### config.mk
export PLATFORM = sky130hd
export DESIGN_NAME = rob_multiport
export DESIGN_NICKNAME = d
export VERILOG_FILES = /design/src/rtl/rob_multiport.sv
export SDC_FILE = /design/constraint.sdc
export NUM_CORES = 2
export LEC_CHECK = 0
export CAP_MARGIN = 20
export CORE_MARGIN = 2
export CORE_UTILIZATION = 45
export CTS_CLUSTER_DIAMETER = 150
export DETAILED_ROUTE_END_ITERATION = 6
export GPL_TIMING_DRIVEN = 0
export PLACE_DENSITY = 0.67
export RECOVER_POWER = 50
export SETUP_SLACK_MARGIN = 0.02
export SLEW_MARGIN = 10
export SYNTH_ARGS = -nofsm -noshare
export SYNTH_HDL_FRONTEND = slang
export SYNTH_SLANG_ARGS = --single-unit
### constraint.sdc
create_clock -name clk -period 20.6 [get_ports clk]
set_clock_uncertainty 0.15 [all_clocks]
set_input_delay 5.15 -clock clk [delete_from_list [all_inputs] [get_ports clk]]
set_output_delay 5.15 -clock clk [all_outputs]
set_load 0.01 [all_outputs]
### src/rtl/rob_multiport.sv
`default_nettype none
// +--------------------------------------------------------------------------+
// | rob_multiport: reorder buffer, multi-port writeback, in-order commit,      |
// | branch/JALR flush. Optional ROB_RETIRE_CNT_EN adds a 64-bit retire count. |
// | Revision: 1.0                                                             |
// +--------------------------------------------------------------------------+
module rob_multiport #(
  parameter int ROB_W    = 4,
  parameter int WB_PORTS = 2,
  parameter int XLEN     = 32
) (
  input  logic                         clk,
  input  logic                         rst,
  input  logic                         rdy,
  input  logic                         issue_valid,
  input  logic [6:0]                   issue_type,
  input  logic [XLEN-1:0]              issue_pc,
  input  logic [4:0]                   issue_rd,
  input  logic [XLEN-1:0]              issue_imm,
  input  logic                         issue_pred_taken,
  input  logic [XLEN-1:0]              issue_pred_target,
  output logic                         rob_full,
  output logic [ROB_W:0]               rob_count,
  output logic [ROB_W-1:0]             alloc_id,
  output logic [ROB_W-1:0]             head_id,
  input  logic [WB_PORTS-1:0]          wb_valid,
  input  logic [WB_PORTS*ROB_W-1:0]    wb_id,
  input  logic [WB_PORTS*XLEN-1:0]     wb_value,
  input  logic [WB_PORTS*XLEN-1:0]     wb_target,
  output logic                         commit_valid,
  output logic [ROB_W-1:0]             commit_id,
  output logic [4:0]                   commit_rd,
  output logic [XLEN-1:0]              commit_value,
  input  logic [ROB_W-1:0]             q_id1,
  input  logic [ROB_W-1:0]             q_id2,
  output logic                         q_ready1,
  output logic                         q_ready2,
  output logic [XLEN-1:0]              q_value1,
  output logic [XLEN-1:0]              q_value2,
  output logic                         flush,
  output logic [XLEN-1:0]              flush_pc,
  output logic [63:0]                  retire_cnt
);

  localparam int         DEPTH      = 1 << ROB_W;
  localparam logic [ROB_W:0] FULL_COUNT = (ROB_W+1)'(DEPTH);
  localparam logic [6:0] OP_LUI     = 7'b0110111;
  localparam logic [6:0] OP_AUIPC   = 7'b0010111;
  localparam logic [6:0] OP_JAL     = 7'b1101111;
  localparam logic [6:0] OP_JALR    = 7'b1100111;
  localparam logic [6:0] OP_BRANCH  = 7'b1100011;
  localparam logic [6:0] OP_STORE   = 7'b0100011;

  logic [DEPTH-1:0]  busy;
  logic [DEPTH-1:0]  ready;
  logic [DEPTH-1:0]  e_pred_taken;
  logic [6:0]        e_type        [DEPTH];
  logic [4:0]        e_rd          [DEPTH];
  logic [XLEN-1:0]   e_pc          [DEPTH];
  logic [XLEN-1:0]   e_value       [DEPTH];
  logic [XLEN-1:0]   e_target      [DEPTH];
  logic [XLEN-1:0]   e_pred_target [DEPTH];
  logic [ROB_W-1:0]  head;
  logic [ROB_W-1:0]  tail;
  logic [ROB_W:0]    count;

  logic [ROB_W-1:0]  wbid  [WB_PORTS];
  logic [XLEN-1:0]   wbval [WB_PORTS];
  logic [XLEN-1:0]   wbtgt [WB_PORTS];

  for (genvar k = 0; k < WB_PORTS; k++) begin : g_wb_unpack
    assign wbid[k]  = wb_id[k*ROB_W +: ROB_W];
    assign wbval[k] = wb_value[k*XLEN +: XLEN];
    assign wbtgt[k] = wb_target[k*XLEN +: XLEN];
  end

  // Types whose result is known at decode complete without a writeback.
  logic            issue_instant;
  logic [XLEN-1:0] issue_instant_value;
  always_comb begin
    issue_instant       = 1'b1;
    issue_instant_value = '0;
    case (issue_type)
      OP_LUI:   issue_instant_value = issue_imm;
      OP_AUIPC: issue_instant_value = issue_pc + issue_imm;
      OP_JAL:   issue_instant_value = issue_pc + XLEN'(4);
      default:  issue_instant       = 1'b0;
    endcase
  end

  logic head_is_b, head_is_jalr, head_is_s, head_taken, mispredict;
  logic commit_fire, issue_fire;
  assign head_is_b    = (e_type[head] == OP_BRANCH);
  assign head_is_jalr = (e_type[head] == OP_JALR);
  assign head_is_s    = (e_type[head] == OP_STORE);
  assign head_taken   = e_value[head][0];

  always_comb begin
    mispredict = 1'b0;
    if (head_is_b)
      mispredict = (head_taken != e_pred_taken[head]) ||
                   (head_taken && (e_target[head] != e_pred_target[head]));
    else if (head_is_jalr)
      mispredict = (e_target[head] != e_pred_target[head]);
  end

  assign commit_fire  = rdy && busy[head] && ready[head];
  assign flush        = commit_fire && mispredict;
  assign flush_pc     = !flush ? '0 :
                        (head_is_b && !head_taken) ? e_pc[head] + XLEN'(4) : e_target[head];
  assign rob_full     = (count == FULL_COUNT);
  assign issue_fire   = issue_valid && !rob_full && rdy && !flush;

  assign rob_count    = count;
  assign alloc_id     = tail;
  assign head_id      = head;
  assign commit_valid = commit_fire;
  assign commit_id    = head;
  assign commit_rd    = (commit_fire && !head_is_b && !head_is_s) ? e_rd[head] : 5'd0;
  assign commit_value = commit_fire ? e_value[head] : '0;

  always_ff @(posedge clk) begin
    if (rst || (rdy && flush)) begin
      busy  <= '0;
      ready <= '0;
      head  <= '0;
      tail  <= '0;
      count <= '0;
    end else if (rdy) begin
      // Ascending port order: the highest index lands last and wins.
      for (int k = 0; k < WB_PORTS; k++) begin
        if (wb_valid[k] && busy[wbid[k]]) begin
          ready[wbid[k]]    <= 1'b1;
          e_value[wbid[k]]  <= wbval[k];
          e_target[wbid[k]] <= wbtgt[k];
        end
      end
      if (issue_fire) begin
        busy[tail]          <= 1'b1;
        ready[tail]         <= issue_instant;
        e_type[tail]        <= issue_type;
        e_rd[tail]          <= issue_rd;
        e_pc[tail]          <= issue_pc;
        e_value[tail]       <= issue_instant_value;
        e_target[tail]      <= '0;
        e_pred_taken[tail]  <= issue_pred_taken;
        e_pred_target[tail] <= issue_pred_target;
        tail                <= tail + ROB_W'(1);
      end
      if (commit_fire) begin
        busy[head]  <= 1'b0;
        ready[head] <= 1'b0;
        head        <= head + ROB_W'(1);
      end
      case ({issue_fire, commit_fire})
        2'b10:   count <= count + (ROB_W+1)'(1);
        2'b01:   count <= count - (ROB_W+1)'(1);
        default: count <= count;
      endcase
    end
  end

  logic [ROB_W-1:0] qid  [2];
  logic             qrdy [2];
  logic [XLEN-1:0]  qval [2];
  logic             qhit [2];
  logic [XLEN-1:0]  qhv  [2];
  assign qid[0] = q_id1;
  assign qid[1] = q_id2;

  // Priority: stored entry, then lowest-index writeback port, then decoder.
  always_comb begin
    for (int q = 0; q < 2; q++) begin
      qhit[q] = 1'b0;
      qhv[q]  = '0;
      for (int k = WB_PORTS-1; k >= 0; k--) begin
        if (wb_valid[k] && (wbid[k] == qid[q])) begin
          qhit[q] = 1'b1;
          qhv[q]  = wbval[k];
        end
      end
      qrdy[q] = ready[qid[q]];
      qval[q] = e_value[qid[q]];
      if (!ready[qid[q]]) begin
        if (qhit[q]) begin
          qrdy[q] = 1'b1;
          qval[q] = qhv[q];
        end else if (issue_fire && issue_instant && (tail == qid[q])) begin
          qrdy[q] = 1'b1;
          qval[q] = issue_instant_value;
        end
      end
    end
  end

  assign q_ready1 = qrdy[0];
  assign q_ready2 = qrdy[1];
  assign q_value1 = qval[0];
  assign q_value2 = qval[1];

`ifdef ROB_RETIRE_CNT_EN
  logic [63:0] retire_q;
  always_ff @(posedge clk) begin
    if (rst)
      retire_q <= '0;
    else if (commit_fire)
      retire_q <= retire_q + 64'd1;
  end
  assign retire_cnt = retire_q;
`else
  assign retire_cnt = '0;
`endif

endmodule
`default_nettype wire

==> metrics.txt <==
reg2reg end e_pc[5][4]; Post-CTS Resized 0; crit path kind flip-flop to output pin; first-pass GRT wire length 782,500 um; Initial Util 0.4532; Via-to-Cell Ratio 7.242; RD Place Congestion 1.051; vias in the first global route 91,030; Post-route DRC 9; total track usage 0.4221; crit-path max FO 10; Final Power 10,220 uW; Seq/Total Area, Yosys 0.5224; Die X-Extent 524.2 um; synthesized area 121,800 um2; Fmax achieved 51.78 MHz; YS warnings 0; maximum VDD drop 0.0001027 V; Placed Area 132,100 um2; Die ar. 274,700 um2; crit-path most repeated cell clkbuf_1; First DRT Iteration DRCs 17,350; crit end category output pin; Die Y 524.2 um; Worst EP arrival 14.01 ns; area grow syn2layout 14.68%; Wirelength per Cell 44.02 um; post-CTS setup buffers 0; DP Wirelength 407,900 um; Syn Area/Cell 13.75 um2; outcome finished with violations; number of buffers created by CTS 238; PD cells 73.17 nW/um2; Boundary Pins 478; path type of the worst min-delay path flip-flop to flip-flop; RSZ-0062 raised after global routing false; Leakage 0.04893 uW; TritonCTS clock tree built; most used flip-flop cell after synthesis edfxtp_1; Final ANT Viol Nets 0; number of synthesized flops with an enable pin 1,744; Post-synth ARST share 0; Hold Crit Start ready[6]; # port buffers 339; failing checks design-rule violations, max-capacitance violations, max-slew violations; fraction of layout cells with a size suffix above 1 0.1869; Final nets 9,946; Worst R2R Path Depth 19; Rows 190; highest-count cells in the layout ignoring fill and taps edfxtp_1 (1,744), mux2i_1 (1,285), mux4_2 (953); CP max stage cell clkbuf_1; Clock transition at path regs 0.06 ns; drt total wl 592,800 um; max_cap viols 43; CTS Buffer Depth 3; CTS Root Cell clkbuf_16; WHS Path Cells 2; largest net degree at the start of global routing 48; # clock sinks 2,305; final hold violation count 0; Worst-Margin Slew 3.781 ns; initial antenna violation count 103; worst-path cell chain buf_6 -> buf_4 -> clkbuf_1 -> buf_4 -> clkbuf_1 -> clkbuf_1 -> mux4_2 -> a22oi_1 -> nand2_1 -> xor2_1 -> nor4_1 -> nand3_1 -> o41ai_4 -> clkbuf_1 -> nand4_1 -> o21a_1 -> o22ai_1 -> clkdlybuf4s50_1; max-slew violation count 753; most common cell after layout, fill and taps aside edfxtp_1; total core area 268,600 um2; flip-flop and latch area 63,600 um2; CTS Hold Bufs 0; multi-input logic area 53,200 um2; gate count of the mapped netlist 8,856; reg2reg setup slack 4.95 ns; Util after Layout 0.5198; Critical Path Source Type flip-flop; post-layout minimum cycle time 19.31 ns; max incr delay on CP 1.47 ns; global route total overflow 0; Netlist cell types 82; H-tree depth 4; Filler cells 22,610; CP required 15.30 ns; post-route cell area 139,600 um2; Via Count 97,530; setup TNS 0 ns; Clk Latency, worst-skew pair 1.00 ns; Slew HR -1.520; drt first pass iters 7; #FFs+latches synth 2,305; Setup Viol. Count Final 0; Period Utilization, post-route 0.9375; WHS Endpoint ready[6]
[where the power goes]
part,switching [uW],total (uW),internal (uW),leakage [uW]
combinational,506,807,301,0.0250
sequential,14.3,5030,5020,0.0202
clock,2010,4380,2370,0.00373
[metal layers]
layer	wire, um	part of all wire	global-route usage
met5	550	0.00093	0.004158
met3	99650	0.17	0.2008
met1	195700	0.33	0.5110
met2	239300	0.40	0.5813
met4	57550	0.097	0.3165
[per-stage QoR]
step	worst slack, ns	instances	hold slack [ns]
floorplan	7.058	8919	0.3194
global placement	2.522	12810	0.3643
detailed placement	3.655	12920	0.3728
CTS	3.624	13360	0.3804
global route	2.107	13420	0.4100
finish	1.287	13470	0.3803
[Yosys cell counts, drive strengths merged, types with 23 or more instances]
| cell type | instances | area [um2] |
|---|---|---|
| nor2 | 494 | 1854 |
| and2 | 50 | 312.8 |
| mux2 | 55 | 619.3 |
| nand3 | 84 | 420.4 |
| and3 | 37 | 231.5 |
| mux2i | 1287 | 12880 |
| ha | 45 | 563.0 |
| a22oi | 57 | 427.9 |
| clkbuf | 571 | 2143 |
| a21oi | 885 | 4429 |
| or2 | 23 | 143.9 |
| xnor2 | 72 | 630.6 |
| nor3 | 59 | 295.3 |
| edfxtp | 1744 | 52370 |
| a2bb2oi | 46 | 402.9 |
| nand2 | 167 | 626.9 |
| buf | 427 | 2954 |
| nor4 | 35 | 354.1 |
| o22ai | 77 | 481.7 |
| o21ai | 593 | 2968 |
| mux4 | 953 | 21460 |
| inv | 69 | 259.0 |
| a211oi | 77 | 578.1 |
| xor2 | 109 | 954.7 |
| dfxtp | 561 | 11230 |
[logic make-up after synthesis]
kind of cell / synth area share
muxes: 0.2872
DFF: 0.5224
buffers and inverters: 0.04412
other: 0.00003080
and+or+nand+nor: 0.04164
adders and majority gates: 0.004789
xor gates and xnor gates: 0.01302
AOI/OAI and AO/OA: 0.08683
[state kept, by name, summed over array words and instances (netlist names), 16 cells and up, named ones only]
register and count:
e_pc 512, e_pred_target 512, e_target 512, e_value 512, e_type 112, e_rd 80, busy 16, e_pred_taken 16
ready 16
[worst max-delay path: cells and delay by family, from the launching register on]
kind	cells	cell delay, ns
buffers and inverters	8	6.66
AO/OA/AOI/OAI	4	2.41
AND/OR/NAND/NOR	4	2.24
flip-flops	1	0.84
multiplexers	1	0.49
XOR/XNOR	1	0.27
[layout make-up]
class                   instances  area share
well taps                    3552     0.03183
multi-input cells            5543      0.3810
plain buffers                 998     0.03397
clock inverters               125    0.009176
clock buffers                 312     0.04605
repair buffers                482     0.03885
inverters                      73    0.002267
flip-flops and latches       2305      0.4555
diodes                         77    0.001380
[worst max-delay path by stage]
stage,start,to
floorplan,q_id2[0],q_value2[10]
global placement,issue_type[5],q_value2[22]
detailed placement,issue_type[2],q_value2[31]
CTS,issue_type[5],q_value2[31]
global route,flip-flop,q_value2[0]
finish,flip-flop,q_value2[0]
Power figures use the tool's default switching activity.
